==> src/rtl/wb_stage.sv <==
// Write-back stage: LS/WB pipeline register, write-back select, register-file write port.
// Optional retirement counters are built when WB_PERF_CNT_EN is defined.
module wb_stage #(
   localparam int unsigned XLEN     = 64,
   localparam int unsigned INST_LEN = 32
) (
   input  logic                clk,
   input  logic                rst_n,
   input  logic                valid_i,
   input  logic [XLEN-1:0]     pc_i,
   input  logic [INST_LEN-1:0] instr_i,
   input  logic [XLEN-1:0]     alures_i,
   input  logic [XLEN-1:0]     ls_res_i,
   input  logic                stall_i,
   input  logic                flush_i,
   output logic                rf_wen_o,
   output logic [4:0]          rf_waddr_o,
   output logic [XLEN-1:0]     rf_wdata_o,
   output logic                wb_valid_o,
   output logic [XLEN-1:0]     wb_pc_o,
   output logic [INST_LEN-1:0] wb_instr_o,
   output logic [XLEN-1:0]     wb_alures_o,
   output logic                ebreak_o,
   output logic [63:0]         retire_cnt_o,
   output logic [63:0]         load_cnt_o
);

   localparam logic [INST_LEN-1:0] NOP    = 32'h0000_0013;
   localparam logic [INST_LEN-1:0] EBREAK = 32'h0010_0073;

   localparam logic [4:0] OP_LOAD   = 5'b00000;
   localparam logic [4:0] OP_IMM    = 5'b00100;
   localparam logic [4:0] OP_AUIPC  = 5'b00101;
   localparam logic [4:0] OP_IMM32  = 5'b00110;
   localparam logic [4:0] OP_OP     = 5'b01100;
   localparam logic [4:0] OP_LUI    = 5'b01101;
   localparam logic [4:0] OP_OP32   = 5'b01110;
   localparam logic [4:0] OP_JALR   = 5'b11001;
   localparam logic [4:0] OP_JAL    = 5'b11011;

   typedef struct packed {
      logic                valid;
      logic [XLEN-1:0]     pc;
      logic [INST_LEN-1:0] instr;
      logic [XLEN-1:0]     alures;
      logic [XLEN-1:0]     ldres;
   } lswb_t;

   lswb_t       wb_q;
   logic [4:0]  opc;
   logic        rd_write;
   logic        retire;

   // LS/WB register: flush beats stall; bubbles carry a NOP so they never decode as memory ops
   always_ff @(posedge clk or negedge rst_n) begin
      if (!rst_n) begin
         wb_q.valid  <= 1'b0;
         wb_q.pc     <= '0;
         wb_q.instr  <= NOP;
         wb_q.alures <= '0;
         wb_q.ldres  <= '0;
      end else if (flush_i) begin
         wb_q.valid  <= 1'b0;
         wb_q.instr  <= NOP;
      end else if (!stall_i) begin
         wb_q.valid  <= valid_i;
         wb_q.pc     <= pc_i;
         wb_q.instr  <= valid_i ? instr_i : NOP;
         wb_q.alures <= alures_i;
         wb_q.ldres  <= ls_res_i;
      end
   end

   assign opc = wb_q.instr[6:2];

   // Write-back decode and data select
   always_comb begin
      rd_write   = 1'b0;
      rf_wdata_o = '0;
      unique case (opc)
         OP_LOAD, OP_IMM, OP_AUIPC, OP_IMM32, OP_OP,
         OP_LUI, OP_OP32, OP_JALR, OP_JAL: rd_write = 1'b1;
         default:                          rd_write = 1'b0;
      endcase
      if (wb_q.valid) begin
         if (opc == OP_LOAD)
            rf_wdata_o = wb_q.ldres;
         else if ((opc == OP_JAL) || (opc == OP_JALR))
            rf_wdata_o = wb_q.pc + XLEN'(4);
         else
            rf_wdata_o = wb_q.alures;
      end
   end

   assign rf_waddr_o  = wb_q.instr[11:7];
   assign rf_wen_o    = wb_q.valid & rd_write & (wb_q.instr[11:7] != 5'd0);
   assign wb_valid_o  = wb_q.valid;
   assign wb_pc_o     = wb_q.pc;
   assign wb_instr_o  = wb_q.instr;
   assign wb_alures_o = wb_q.alures;

   // An entry retires on the edge where it leaves WB; a flush does not stop it leaving
   assign retire   = wb_q.valid & (~stall_i | flush_i);
   assign ebreak_o = retire & (wb_q.instr == EBREAK);

`ifdef WB_PERF_CNT_EN
   logic [63:0] retire_cnt_q;
   logic [63:0] load_cnt_q;

   always_ff @(posedge clk or negedge rst_n) begin
      if (!rst_n) begin
         retire_cnt_q <= '0;
         load_cnt_q   <= '0;
      end else if (retire) begin
         retire_cnt_q <= retire_cnt_q + 64'(1);
         if (opc == OP_LOAD)
            load_cnt_q <= load_cnt_q + 64'(1);
      end
   end

   assign retire_cnt_o = retire_cnt_q;
   assign load_cnt_o   = load_cnt_q;
`else
   assign retire_cnt_o = 64'b0;
   assign load_cnt_o   = 64'b0;
`endif

endmodule

==> config.mk <==
export PLATFORM = sky130hd
export DESIGN_NAME = wb_stage
export DESIGN_NICKNAME = d
export VERILOG_FILES = /design/src/rtl/wb_stage.sv
export SDC_FILE = /design/constraint.sdc
export NUM_CORES = 1
export LEC_CHECK = 0
export CAP_MARGIN = 20
export CORE_AREA = 2 2 231 233
export CTS_CLUSTER_DIAMETER = 60
export CTS_CLUSTER_SIZE = 12
export DETAILED_ROUTE_END_ITERATION = 12
export DIE_AREA = 0 0 233 235
export PLACE_DENSITY = 0.52
export SLEW_MARGIN = 20
export SYNTH_ARGS = -nofsm -noshare
export SYNTH_HDL_FRONTEND = slang
export SYNTH_SLANG_ARGS = --single-unit
==> constraint.sdc <==
create_clock -name clk -period 2.26 [get_ports clk]
set_input_delay 0.452 -clock clk [delete_from_list [all_inputs] [get_ports clk]]
set_output_delay 0.452 -clock clk [all_outputs]
set_load 0.02 [all_outputs]
==> metrics.txt, run 1 <==
# TYPE chip_impl_metric gauge
chip_impl_info{name="status",value="complete, but fails checks"} 1
chip_impl_info{name="violations",value="negative setup slack"} 1
chip_impl_metric{name="numCtsBuffers",unit=""} 27
chip_impl_metric{name="die-height",unit="µm"} 235
chip_impl_metric{name="combinationalPowerShare",unit="%"} 33.3
chip_impl_metric{name="fin_total_pwr",unit="mW"} 14.3
chip_impl_info{name="synth_flop_cell",value="sky130_fd_sc_hd__dfrtp_1"} 1
chip_impl_metric{name="cts_max_path_buffers",unit=""} 3
chip_impl_metric{name="dp.cells",unit=""} 2440
chip_impl_metric{name="power.density_cell_area",unit="mW/mm²"} 637
chip_impl_metric{name="part_of_the_cycle_the_worst_path_needs",unit="%"} 139
chip_impl_info{name="hold_path_class",value="primary input to async pin"} 1
chip_impl_metric{name="die-width",unit="µm"} 233
chip_impl_metric{name="clock_pin_slew_worst_setup_and_hold_paths",unit="ns"} 0.06
chip_impl_metric{name="routabilityCongestion",unit=""} 0.846
chip_impl_info{name="setup.worst_path.start_class",value="register"} 1
chip_impl_metric{name="max-slew-margin-rel",unit="%"} 61.5
chip_impl_metric{name="drt-wirelength-per-cell",unit="µm"} 20.8
chip_impl_metric{name="post_route_cells_drive_above_1_share",unit="%"} 46.8
chip_impl_metric{name="drtPass1Iterations",unit=""} 5
chip_impl_metric{name="htreeDepth",unit=""} 1
chip_impl_metric{name="start_util",unit="%"} 25.4
chip_impl_metric{name="finalHoldViolCount",unit=""} 0
chip_impl_metric{name="fraction_of_post_synthesis_cell_area_in_the_top_cell_type_by_area",unit="%"} 41.8
chip_impl_metric{name="fin_cells",unit=""} 2565
chip_impl_metric{name="max_cap_violations",unit=""} 0
chip_impl_metric{name="setup_ws",unit="ns"} -0.879
chip_impl_metric{name="dpl-instance-area",unit="mm²"} 0.0193
chip_impl_metric{name="slew_violations",unit=""} 0
chip_impl_metric{name="crit_path_largest_cell_delay",unit="ns"} 0.40
chip_impl_metric{name="netSwitchingPower",unit="mW"} 4.68
chip_impl_metric{name="placement_rows",unit=""} 84
chip_impl_metric{name="grt_pass1_wl",unit="µm"} 77300
chip_impl_metric{name="synth_async_sr_flop_share",unit="%"} 100
chip_impl_metric{name="fin_util",unit="%"} 42.9
chip_impl_metric{name="tightestPinTransition",unit="ns"} 0.577
chip_impl_metric{name="min_period",unit="ns"} 3.14
chip_impl_info{name="cts_tree",value="done"} 1
chip_impl_metric{name="first_global_vias",unit=""} 11900
chip_impl_metric{name="route.vias.total",unit=""} 11400
chip_impl_metric{name="fp.coreArea",unit="mm²"} 0.0522
chip_impl_metric{name="share_seq_of_total_power",unit="%"} 35.4
chip_impl_info{name="timing.critical_path.mode_cell",value="sky130_fd_sc_hd__buf_6"} 1
chip_impl_metric{name="yosys_warnings",unit=""} 0
chip_impl_metric{name="critical_path.max_fanout",unit=""} 4
chip_impl_info{name="cp_top_family",value="buffers and inverters"} 1
chip_impl_metric{name="detailedRoute.firstIterationViolations",unit=""} 393
chip_impl_metric{name="syn-instance-count",unit=""} 1267
chip_impl_metric{name="max_freq",unit="MHz"} 319
chip_impl_metric{name="synthesis.area_per_instance",unit="µm²"} 10.5
chip_impl_metric{name="final-seq-area",unit="mm²"} 0.00564
chip_impl_metric{name="worstPathRequired",unit="ns"} 1.81
chip_impl_metric{name="total_leakage_power",unit="nW"} 9.62
chip_impl_metric{name="remaining_routing_drc_violations",unit=""} 0
chip_impl_info{name="synth.area.top_cells",value="sky130_fd_sc_hd__dfrtp_1 42%, sky130_fd_sc_hd__buf_4 17%, sky130_fd_sc_hd__mux2_2 15%"} 1
chip_impl_metric{name="multi_input_comb_area",unit="mm²"} 0.00736
chip_impl_info{name="critical_path.endpoint_type",value="output pin"} 1
chip_impl_info{name="root_driver",value="sky130_fd_sc_hd__clkbuf_16"} 1
chip_impl_metric{name="antenna_found_initial",unit=""} 7
chip_impl_info{name="crit_path_top_delay_cell",value="sky130_fd_sc_hd__dfrtp_1"} 1
chip_impl_metric{name="edff_count_synth",unit=""} 0
chip_impl_metric{name="filler_cell_count",unit=""} 4939
chip_impl_info{name="post-synth-top-count-cell",value="sky130_fd_sc_hd__buf_4"} 1
chip_impl_metric{name="power.switching_fraction",unit="%"} 32.8
chip_impl_metric{name="synth-seq-cells",unit=""} 225
chip_impl_info{name="critical_path_class",value="register to output pin"} 1
chip_impl_metric{name="synth.distinct_cells",unit=""} 54
chip_impl_metric{name="grt_remaining_overflow",unit=""} 0
chip_impl_metric{name="die_area",unit="mm²"} 0.0548
chip_impl_metric{name="port-buffer-count",unit=""} 460
chip_impl_metric{name="dp_slack",unit="ns"} -0.974
chip_impl_metric{name="stdcell_area",unit="mm²"} 0.0224
chip_impl_metric{name="grt_max_degree",unit=""} 56
chip_impl_metric{name="ir_worst_vdd",unit="µV"} 505
chip_impl_info{name="post_synth_most_frequent_cells",value="293 x sky130_fd_sc_hd__buf_4, 222 x sky130_fd_sc_hd__dfrtp_1, 181 x sky130_fd_sc_hd__mux2_2, 72 x sky130_fd_sc_hd__nand2_1, 53 x sky130_fd_sc_hd__clkbuf_1"} 1
chip_impl_metric{name="clock_tree_sinks",unit=""} 225
chip_impl_metric{name="syn_to_final_growth",unit="%"} 68.8
chip_impl_metric{name="seq_area_frac_synth",unit="%"} 42.4
chip_impl_metric{name="clk-insertion-delay-late",unit="ns"} 0.57
chip_impl_metric{name="nNetsFinal",unit=""} 2081
chip_impl_info{name="synth_top_cell_by_area",value="sky130_fd_sc_hd__dfrtp_1"} 1
chip_impl_metric{name="worst-endpoint-arrival",unit="ns"} 2.69
chip_impl_metric{name="hpwlAfterDp",unit="µm"} 41000
chip_impl_metric{name="detail-route-antenna-nets",unit=""} 0
chip_impl_metric{name="setup_viols_final",unit=""} 66
chip_impl_metric{name="vias_per_cell",unit=""} 4.44
chip_impl_metric{name="cp_num_buf_inv",unit=""} 5
chip_impl_info{name="path_cells",value="ha_4 -> nand4_1 -> buf_4 -> nor4_4 -> buf_6 -> buf_4 -> buf_6 -> nand3_4 -> xnor2_4 -> nand2_2 -> a31oi_4 -> buf_6"} 1
chip_impl_metric{name="fin_skew",unit="ns"} 0
chip_impl_metric{name="global_routing_usage_summed_across_all_routing_layers",unit="%"} 18.8
chip_impl_metric{name="cell_area_after_technology_mapping",unit="mm²"} 0.0133
chip_impl_metric{name="clock_power_share",unit="%"} 31.3
chip_impl_metric{name="internal_power",unit="mW"} 9.60
chip_impl_metric{name="routed_wl",unit="µm"} 53400
chip_impl_info{name="unrepaired_setup_endpoints_after_global_routing",value="yes"} 1
chip_impl_metric{name="num_io_pins",unit=""} 589
[registers in the layout (all words and copies together) (netlist names)]
| register | count |
|---|---|
| wb_pc_o | 64 |
| wb_valid_o | 1 |
| wb_alures_o | 64 |
| wb_instr_o | 32 |
| wb_q | 64 |
[metal layers]
| layer | share of wire [%] | vias up | track usage (%) |
|---|---|---|---|
| li1 | - | 5228 | - |
| met1 | 42 | 5680 | 23.7 |
| met2 | 49 | 402 | 31.6 |
| met3 | 5.8 | 83 | 4.13 |
| met4 | 3.3 | 2 | 5.96 |
| met5 | 0.024 | - | 0 |
[placed cells by master, fill, tap and decap left out, drive strengths merged, types with 30 or more instances in the layout]
master,count
xnor2,38
o21ai,36
dfrtp,222
clkdlybuf4s50,365
nand2,72
a22o,30
a21oi,31
mux2,181
conb,128
nand3,42
nor2,51
buf,386
clkbuf,37
[power groups by stage]
| stage | clock [mW] | combinational, mW | sequential (mW) |
|---|---|---|---|
| 3_5_place_dp | 0 | 4.35 | 5.08 |
| 3_3_place_gp | 0 | 4.34 | 5.06 |
| 2_1_floorplan | 0 | 2.56 | 5.01 |
| 5_1_grt | 4.75 | 5.03 | 5.12 |
| 6_report | 4.48 | 4.75 | 5.05 |
| 4_1_cts | 4.61 | 4.61 | 5.04 |
[cells by family (layout without fill, tap and decap cells)]
| family | after synthesis | count (layout) | share of synthesized area [%] |
|---|---|---|---|
| multiplexers | 184 | 184 | 15.6 |
| buffers and inverters | 365 | 842 | 18.6 |
| other | 1 | 134 | 0.0282 |
| AO/OA/AOI/OAI | 172 | 172 | 8.80 |
| AND/OR/NAND/NOR | 265 | 265 | 10.9 |
| flip-flops | 225 | 225 | 42.4 |
| adder cells (fa/ha/maj) | 1 | 1 | 0.0941 |
| XOR/XNOR | 54 | 54 | 3.56 |
[path summary, 6_finish.rpt]
path / start / end / slack, ns / cells past startpoint
max: wb_pc_o[3]$_DFFE_PN0P_ / rf_wdata_o[20] / -0.88 / 12
min: rst_n / wb_alures_o[38]$_DFFE_PN0P_ / 0.41 / 2
max reg2reg: wb_pc_o[19]$_DFFE_PN0P_ / wb_pc_o[19]$_DFFE_PN0P_ / 1.04 / 4
min reg2reg: wb_q[49]$_DFFE_PN0P_ / wb_q[49]$_DFFE_PN0P_ / 0.51 / 1
max in group asynchronous: rst_n / wb_instr_o[14]$_DFFE_PN0N_ / 1.04 / 3
min in group clk: pc_i[16] / wb_pc_o[16]$_DFFE_PN0P_ / 0.44 / 3
[repair_timing]
action,4_1_cts,5_1_grt
setup endpoints to repair,79,78
hold buffers,1,0
hold endpoints to repair,44,0
resized for setup,530,174
cloned,2,1
buffers inserted,45,32
pin swaps,50,90
[final cells by class]
class                   count  area share, %
diodes                      6         0.0669
clock buffers              36           3.21
clock inverters            13          0.781
inverters                  12          0.206
multi-input cells         804           32.8
flip-flops and latches    225           25.1
well taps                 688           3.84
repair buffers            781           34.0
[per-stage QoR]
stage,TNS (ns),hold WS [ns]
after floorplan,-0.758,0.156
after global placement,-42.31,0.438
after detailed placement,-42.96,0.436
after CTS,-52.51,0.402
after global routing,-55.21,0.438
final,-47.55,0.405
(Power assumes the default switching activity.)
==> run 2, diff against run 1 <==
SLEW_MARGIN = not set   (was 20)
==> results of run 2 <==
Same layout as run 1: the final DEF is identical, and so are final timing and power.
